[src/rtl/icache_responder_pkg.sv]
`default_nettype none
// ============================================================================
// Module   : icache_responder_pkg
// Brief    : LC-3b instruction cache types, geometry constants and word select.
// Revision : 1.0
// ============================================================================
package icache_responder_pkg;

    typedef logic [15:0]  lc3b_word;
    typedef logic [127:0] lc3b_line;
    typedef logic [8:0]   lc3b_c_tag;
    typedef logic [2:0]   lc3b_c_index;
    typedef logic [2:0]   lc3b_c_word_sel;

    localparam int NUM_SETS = 8;
    localparam int NUM_WAYS = 2;

    function automatic lc3b_word select_word(input lc3b_line line, input lc3b_c_word_sel sel);
        return line[{sel, 4'b0000} +: 16];
    endfunction

endpackage
`default_nettype wire

[src/rtl/icache_responder_if.sv]
`default_nettype none
// ============================================================================
// Module   : icache_responder_if
// Brief    : Fetch read port and physical-memory fill port of the I-cache.
// Revision : 1.0
// ============================================================================
interface icache_responder_if;
    import icache_responder_pkg::*;

    logic [15:0] inst_address;
    logic        inst_read;
    logic [15:0] icache_rdata;
    logic        icache_resp;
    logic [15:0] pmem_address;
    logic        pmem_read;
    lc3b_line    pmem_rdata;
    logic        pmem_resp;

    modport slave (
        input  inst_address, inst_read, pmem_rdata, pmem_resp,
        output icache_rdata, icache_resp, pmem_address, pmem_read
    );

    modport master (
        output inst_address, inst_read, pmem_rdata, pmem_resp,
        input  icache_rdata, icache_resp, pmem_address, pmem_read
    );
endinterface
`default_nettype wire

[src/rtl/icache_responder_control.sv]
`default_nettype none
// ============================================================================
// Module   : icache_control
// Brief    : IDLE/FILL controller for the instruction cache.
// Revision : 1.0
// ============================================================================
module icache_control (
    input  wire logic clk,
    input  wire logic rst,
    input  wire logic inst_read_i,
    input  wire logic hit_i,
    input  wire logic pmem_resp_i,
    output logic      icache_resp_o,
    output logic      pmem_read_o,
    output logic      load_line_o,
    output logic      latch_addr_o
);
    localparam logic [0:0] ST_IDLE = 1'b0;
    localparam logic [0:0] ST_FILL = 1'b1;

    logic [0:0] state_q;
    logic [0:0] state_d;

    always_ff @(posedge clk or posedge rst) begin
        if (rst) state_q <= ST_IDLE;
        else     state_q <= state_d;
    end

    always_comb begin
        state_d = state_q;
        case (state_q)
            ST_IDLE: if (inst_read_i && !hit_i) state_d = ST_FILL;
            ST_FILL: if (pmem_resp_i)           state_d = ST_IDLE;
            default: state_d = ST_IDLE;
        endcase
    end

    always_comb begin
        icache_resp_o = 1'b0;
        pmem_read_o   = 1'b0;
        load_line_o   = 1'b0;
        latch_addr_o  = 1'b0;
        case (state_q)
            ST_IDLE: begin
                icache_resp_o = inst_read_i && hit_i;
                latch_addr_o  = inst_read_i && !hit_i;
            end
            ST_FILL: begin
                pmem_read_o = 1'b1;
                load_line_o = pmem_resp_i;
            end
            default: ;
        endcase
    end
endmodule
`default_nettype wire

[src/rtl/icache_responder.sv]
`default_nettype none
// ============================================================================
// Module   : icache_responder
// Brief    : 2-way, 8-set, 16-byte-line read-only instruction cache with LRU.
//            Optional hit/miss counters enabled by ICACHE_STATS_EN.
// Revision : 1.0
// ============================================================================
module icache_responder
    import icache_responder_pkg::*;
(
    input  wire logic          clk,
    input  wire logic          rst,
    icache_responder_if.slave  bus
`ifdef ICACHE_STATS_EN
    ,
    output logic [15:0]        hit_count,
    output logic [15:0]        miss_count
`endif
);
    lc3b_c_tag      req_tag;
    lc3b_c_index    req_index;
    lc3b_c_word_sel req_sel;

    assign req_tag   = bus.inst_address[15:7];
    assign req_index = bus.inst_address[6:4];
    assign req_sel   = bus.inst_address[3:1];

    logic unused_addr_bit;
    assign unused_addr_bit = bus.inst_address[0];

    logic [NUM_WAYS-1:0][NUM_SETS-1:0] valid_q;
    logic [NUM_SETS-1:0]               lru_q;
    lc3b_c_tag                         tag_q  [NUM_WAYS][NUM_SETS];
    lc3b_line                          line_q [NUM_WAYS][NUM_SETS];

    lc3b_c_tag   fill_tag_q;
    lc3b_c_index fill_index_q;

    logic [NUM_WAYS-1:0] way_hit;
    logic                hit;
    logic                hit_way;
    logic                victim;
    logic                icache_resp;
    logic                load_line;
    logic                latch_addr;

    for (genvar w = 0; w < NUM_WAYS; w++) begin : g_way_cmp
        assign way_hit[w] = valid_q[w][req_index] && (tag_q[w][req_index] == req_tag);
    end

    assign hit     = |way_hit;
    assign hit_way = way_hit[1];

    // Invalid ways are filled before any valid line is displaced.
    always_comb begin
        victim = lru_q[fill_index_q];
        if (!valid_q[0][fill_index_q])      victim = 1'b0;
        else if (!valid_q[1][fill_index_q]) victim = 1'b1;
    end

    icache_control u_control (
        .clk           (clk),
        .rst           (rst),
        .inst_read_i   (bus.inst_read),
        .hit_i         (hit),
        .pmem_resp_i   (bus.pmem_resp),
        .icache_resp_o (icache_resp),
        .pmem_read_o   (bus.pmem_read),
        .load_line_o   (load_line),
        .latch_addr_o  (latch_addr)
    );

    assign bus.icache_resp  = icache_resp;
    assign bus.icache_rdata = select_word(line_q[hit_way][req_index], req_sel);
    assign bus.pmem_address = {fill_tag_q, fill_index_q, 4'b0000};

    always_ff @(posedge clk or posedge rst) begin
        if (rst) begin
            valid_q      <= '0;
            lru_q        <= '0;
            fill_tag_q   <= '0;
            fill_index_q <= '0;
        end else begin
            if (latch_addr) begin
                fill_tag_q   <= req_tag;
                fill_index_q <= req_index;
            end
            if (icache_resp) begin
                lru_q[req_index] <= ~hit_way;
            end
            if (load_line) begin
                valid_q[victim][fill_index_q] <= 1'b1;
                lru_q[fill_index_q]           <= ~victim;
            end
        end
    end

    // Data and tag storage carry no reset; valid bits gate their use.
    always_ff @(posedge clk) begin
        if (load_line) begin
            tag_q[victim][fill_index_q]  <= fill_tag_q;
            line_q[victim][fill_index_q] <= bus.pmem_rdata;
        end
    end

`ifdef ICACHE_STATS_EN
    logic [15:0] hit_count_q;
    logic [15:0] miss_count_q;

    always_ff @(posedge clk or posedge rst) begin
        if (rst) begin
            hit_count_q  <= '0;
            miss_count_q <= '0;
        end else begin
            if (icache_resp && (hit_count_q != 16'hFFFF))  hit_count_q  <= hit_count_q + 16'd1;
            if (latch_addr && (miss_count_q != 16'hFFFF))  miss_count_q <= miss_count_q + 16'd1;
        end
    end

    assign hit_count  = hit_count_q;
    assign miss_count = miss_count_q;
`endif
endmodule
`default_nettype wire
[src/flat_wrapper.sv]
// flat-port wrapper written by rule: the top's interface ports become plain ports
module icache_responder_flat import icache_responder_pkg::*;
  (clk, rst, bus_inst_address, bus_inst_read, bus_pmem_rdata, bus_pmem_resp, bus_icache_rdata, bus_icache_resp, bus_pmem_address, bus_pmem_read);
  icache_responder_if bus_i ();
  input  wire logic clk;
  input  wire logic rst;
  input wire logic [$bits(bus_i.inst_address)-1:0] bus_inst_address;
  input wire logic [$bits(bus_i.inst_read)-1:0] bus_inst_read;
  input wire logic [$bits(bus_i.pmem_rdata)-1:0] bus_pmem_rdata;
  input wire logic [$bits(bus_i.pmem_resp)-1:0] bus_pmem_resp;
  output wire logic [$bits(bus_i.icache_rdata)-1:0] bus_icache_rdata;
  output wire logic [$bits(bus_i.icache_resp)-1:0] bus_icache_resp;
  output wire logic [$bits(bus_i.pmem_address)-1:0] bus_pmem_address;
  output wire logic [$bits(bus_i.pmem_read)-1:0] bus_pmem_read;
  assign bus_i.inst_address = bus_inst_address;
  assign bus_i.inst_read = bus_inst_read;
  assign bus_i.pmem_rdata = bus_pmem_rdata;
  assign bus_i.pmem_resp = bus_pmem_resp;
  assign bus_icache_rdata = bus_i.icache_rdata;
  assign bus_icache_resp = bus_i.icache_resp;
  assign bus_pmem_address = bus_i.pmem_address;
  assign bus_pmem_read = bus_i.pmem_read;
  icache_responder u_core (.clk(clk), .rst(rst), .bus(bus_i));
endmodule
[config.mk]
export PLATFORM = sky130hd
export DESIGN_NAME = icache_responder_flat
export DESIGN_NICKNAME = d
export VERILOG_FILES = /design/src/rtl/icache_responder_pkg.sv /design/src/rtl/icache_responder_if.sv /design/src/rtl/icache_responder_control.sv /design/src/rtl/icache_responder.sv /design/src/flat_wrapper.sv
export SDC_FILE = /design/constraint.sdc
export NUM_CORES = 2
export LEC_CHECK = 0
export CAP_MARGIN = 40
export CORE_MARGIN = 1.5
export CORE_UTILIZATION = 45
export CTS_BUF_LIST = sky130_fd_sc_hd__clkbuf_16
export CTS_CLUSTER_DIAMETER = 100
export DETAILED_ROUTE_END_ITERATION = 10
export PLACE_DENSITY = 0.74
export SYNTH_ARGS = -nofsm -noshare
export SYNTH_HDL_FRONTEND = slang
export SYNTH_SLANG_ARGS = --single-unit
[constraint.sdc]
create_clock -name clk -period 11.9 [get_ports clk]
set_input_delay 2.38 -clock clk [delete_from_list [all_inputs] [get_ports clk]]
set_output_delay 2.38 -clock clk [all_outputs]
set_load 0.01 [all_outputs]
==> flow_metrics.env <==
export IMPL_max_freq_ghz=0.0973
export IMPL_ant_nets=0
export IMPL_critPathLaunchType="input port"
export IMPL_die_area_um2=193000
export IMPL_skew_ns=0.0546
export IMPL_io_buffers=176
export IMPL_synth_seq_cells=2229
export IMPL_slew_violations=0
export IMPL_worstPathArrival_ns=7.90
export IMPL_crit_type="input port to primary output"
export IMPL_violations="DRC"
export IMPL_crit_slowest_cell="mux4_2"
export IMPL_vdd_drop_max_uv=158
export IMPL_setup_viol=0
export IMPL_cts_resized=0
export IMPL_critical_path_top_delay_family="buffers and inverters"
export IMPL_fp_row_count=159
export IMPL_grt_setup_unrepaired="no"
export IMPL_grt_pass1_vias=45100
export IMPL_worst_pin_slew_ns=1.05
export IMPL_tns_ns=0
export IMPL_htree_levels=4
export IMPL_synthArstFlopShare_pct=1.66
export IMPL_grt_overflow_total=0
export IMPL_period_share_pct=86.4
export IMPL_fillerInstances=14400
export IMPL_powerDensity_nw_per_um2=171
export IMPL_crit_path_cell_trace="buf_4 -> mux4_2 -> mux2i_1 -> xnor2_1 -> or4_4 -> nor4b_4 -> buf_6 -> buf_12 -> buf_4 -> mux4_2 -> mux2_2 -> a2111oi_0 -> buf_4 -> a311oi_1 -> a21oi_1 -> nand2_1 -> clkdlybuf4s50_1"
export IMPL_max_slew_margin_pct=30.2
export IMPL_routed_wl_mm=225
export IMPL_core_um2=188000
export IMPL_synth_edf_count=2192
export IMPL_antenna_found_initial=45
export IMPL_ys_warn_count=0
export IMPL_p_leak_nw=30.6
export IMPL_clkTransAtPathRegs_ns=0.06
export IMPL_place_gp_congestion=0.792
export IMPL_syn_instance_count=4351
export IMPL_avgSynthCellArea_um2=19.6
export IMPL_yosysSeqAreaShare_pct=78.1
export IMPL_wire_per_inst_um=30.6
export IMPL_firstDrtPassIters=9
export IMPL_maxCapViolCount=0
export IMPL_fp_dieW_um=439
export IMPL_route_detailed_drc=2
export IMPL_crit_path_end_kind="primary output"
export IMPL_cpPeakStageDelay_ns=0.58
export IMPL_finalNetCount=4811
export IMPL_viasPerCell=6.19
export IMPL_synthFlopType="edfxtp_1"
export IMPL_syn_area_um2=85500
export IMPL_cts_sinks=2229
export IMPL_status="complete, but fails checks"
export IMPL_final_hold_viol_count=0
export IMPL_cts_tree="done"
export IMPL_hold_buffers=0
export IMPL_cp_required_ns=9.52
export IMPL_grt_max_degree=115
export IMPL_grt_first_pass_wirelength_mm=321
export IMPL_clk_latency_ns=0.86
export IMPL_layout_drive_gt1_share_pct=18.6
export IMPL_cp_common_cell="buf_4"
export IMPL_post_synth_num_cell_types=67
export IMPL_die_h_um=439
export IMPL_drtIter0Drc=6222
export IMPL_crit_fanout=26
export IMPL_dp_hpwl_mm=123
export IMPL_min_path_type="flip-flop to flip-flop"
export IMPL_cts_setup_buffers=0
export IMPL_cp_num_buf_inv=6
export IMPL_track_usage_pct=23.1
export IMPL_area_growth_synth_to_final_pct=14.4
export IMPL_clk_path_buf_depth=3
export IMPL_initial_utilization_pct=45.4
export IMPL_cts_made_buffers=208
export IMPL_vias=45500
export IMPL_cts_root_buf="clkbuf_16"
export IMPL_power_mw=16.7
export IMPL_ios=182
export IMPL_min_period_ns=10.28
[synth_stat cells, drive strengths merged, types with 8 or more instances]
cell,number,area (um2)
a21oi,220,1100
clkbuf,120,450
edfxtp,2192,65800
a221oi,18,158
nor4,40,250
o21ai,46,230
mux2,19,214
a211oi,16,120
nor3,15,75.1
a31oi,9,56.3
a22o,20,175
a22oi,110,826
nor2,46,173
nand4,8,50.1
nand3,66,330
o221ai,20,175
dfrtp,37,926
a2111oi,34,298
nand2,439,1650
mux4,361,8130
nor2b,17,106
o22ai,55,344
xor2,11,96.3
buf,132,960
mux2i,191,1910
or2,17,106
[stage by stage]
step	setup slack (ns)	std cells	hold WS, ns	instance area, um2	util, %
2_1_floorplan	2.36	4354	0.451	85500	-
3_3_place_gp	1.09	6921	0.472	90500	48.1
3_5_place_dp	1.63	6948	0.479	91100	48.4
4_1_cts	1.60	7334	0.492	97700	51.9
5_1_grt	1.36	7347	0.509	97800	51.9
6_report	1.62	7352	0.496	97800	52.0
[registers in the layout (all words and copies together) (netlist names)]
| register | cells |
|---|---|
| u_core.line_q | 2048 |
| u_core.lru_q | 8 |
| u_core.valid_q | 16 |
| u_core.fill_index_q | 3 |
| u_core.u_control.state_q | 1 |
| u_core.tag_q | 144 |
| u_core.fill_tag_q | 9 |
[worst register-to-register path, stage by stage, from the launching register on]
cell	delay [ns]
dfrtp_1	0.69
mux2_2	0.27
nand2_1	0.05
o21ai_0	0.25
a221oi_1	0.09
or3_1	0.33
o2111ai_2	0.09
buf_4	0.34
nor2b_4	0.36
buf_12	0.25
buf_4	0.71
buf_4	0.82
[cells in the final DEF, fill, tap and decap left out, drive strengths merged, types with 7 or more instances in the layout]
master / n
a2111oi: 34
a211oi: 16
a21o: 7
a21oi: 220
a221oi: 18
a22o: 20
a22oi: 110
a31oi: 9
a32oi: 7
buf: 180
bufinv: 19
clkbuf: 210
clkdlybuf4s50: 171
clkinv: 101
dfrtp: 37
diode: 18
edfxtp: 2192
inv: 59
mux2: 19
mux2i: 191
mux4: 361
nand2: 439
nand3: 66
nand4: 8
nor2: 46
nor2b: 17
nor3: 15
nor4: 40
o21ai: 46
o221ai: 20
o22ai: 55
o31ai: 7
or2: 17
xnor2: 7
xor2: 11
[power by group]
group / total [mW] / internal [mW] / leakage, nW / switching (mW)
registers: 9.13 / 8.99 / 20.2 / 0.136
clock network: 6.45 / 3.61 / 3.43 / 2.84
logic: 1.11 / 0.394 / 7.02 / 0.716
total: 16.7 / 13.0 / 30.6 / 3.69
[kinds of logic (layout without fill, tap and decap cells)]
kind of cell	Yosys count	in the layout	share of synthesized area (%)
DFF	2229	2229	78.1
and+or+nand+nor	678	678	3.48
AOI/OAI and AO/OA	594	594	4.54
muxes	571	571	12.0
buffers and inverters	260	745	1.69
xor gates and xnor gates	18	18	0.184
other	1	22	0.00439
[final cells by class]
class	count	area, um2	share of cell area [%]
flip-flops and latches	2229	66700	68.3
multi-input cells	1865	17500	17.9
clock buffers	210	5260	5.37
repair buffers	351	3700	3.78
well taps	2495	3120	3.19
clock inverters	176	1380	1.41
inverters	8	45.0	0.0461
diodes	18	45.0	0.0461
[worst paths after layout]
kind | start | endpoint | slack (ns) | depth (start not counted)
max in group asynchronous | rst | u_core.valid_q[6] | 9.56 | 3
hold reg to reg | u_core.valid_q[2] | u_core.valid_q[2] | 0.50 | 1
setup / recovery | bus_inst_address[5] | bus_icache_rdata[14] | 1.62 | 17
hold / removal | u_core.valid_q[2] | u_core.valid_q[2] | 0.50 | 1
min in group asynchronous | rst | u_core.fill_tag_q[2] | 1.96 | 3
setup reg to reg | u_core.fill_index_q[0] | u_core.line_q[0][516] | 7.19 | 11
[layer usage]
layer / share of wire (%) / track usage [%] / vias up / wire length [um]
met5: 0.070 / 0 / - / 157
met4: 3.6 / 8.62 / 26 / 8030
li1: - / - / 18400 / -
met2: 49 / 37.5 / 2916 / 109000
met3: 11 / 4.68 / 501 / 23800
met1: 37 / 31.1 / 23700 / 83600
Power figures use the tool's default switching activity.
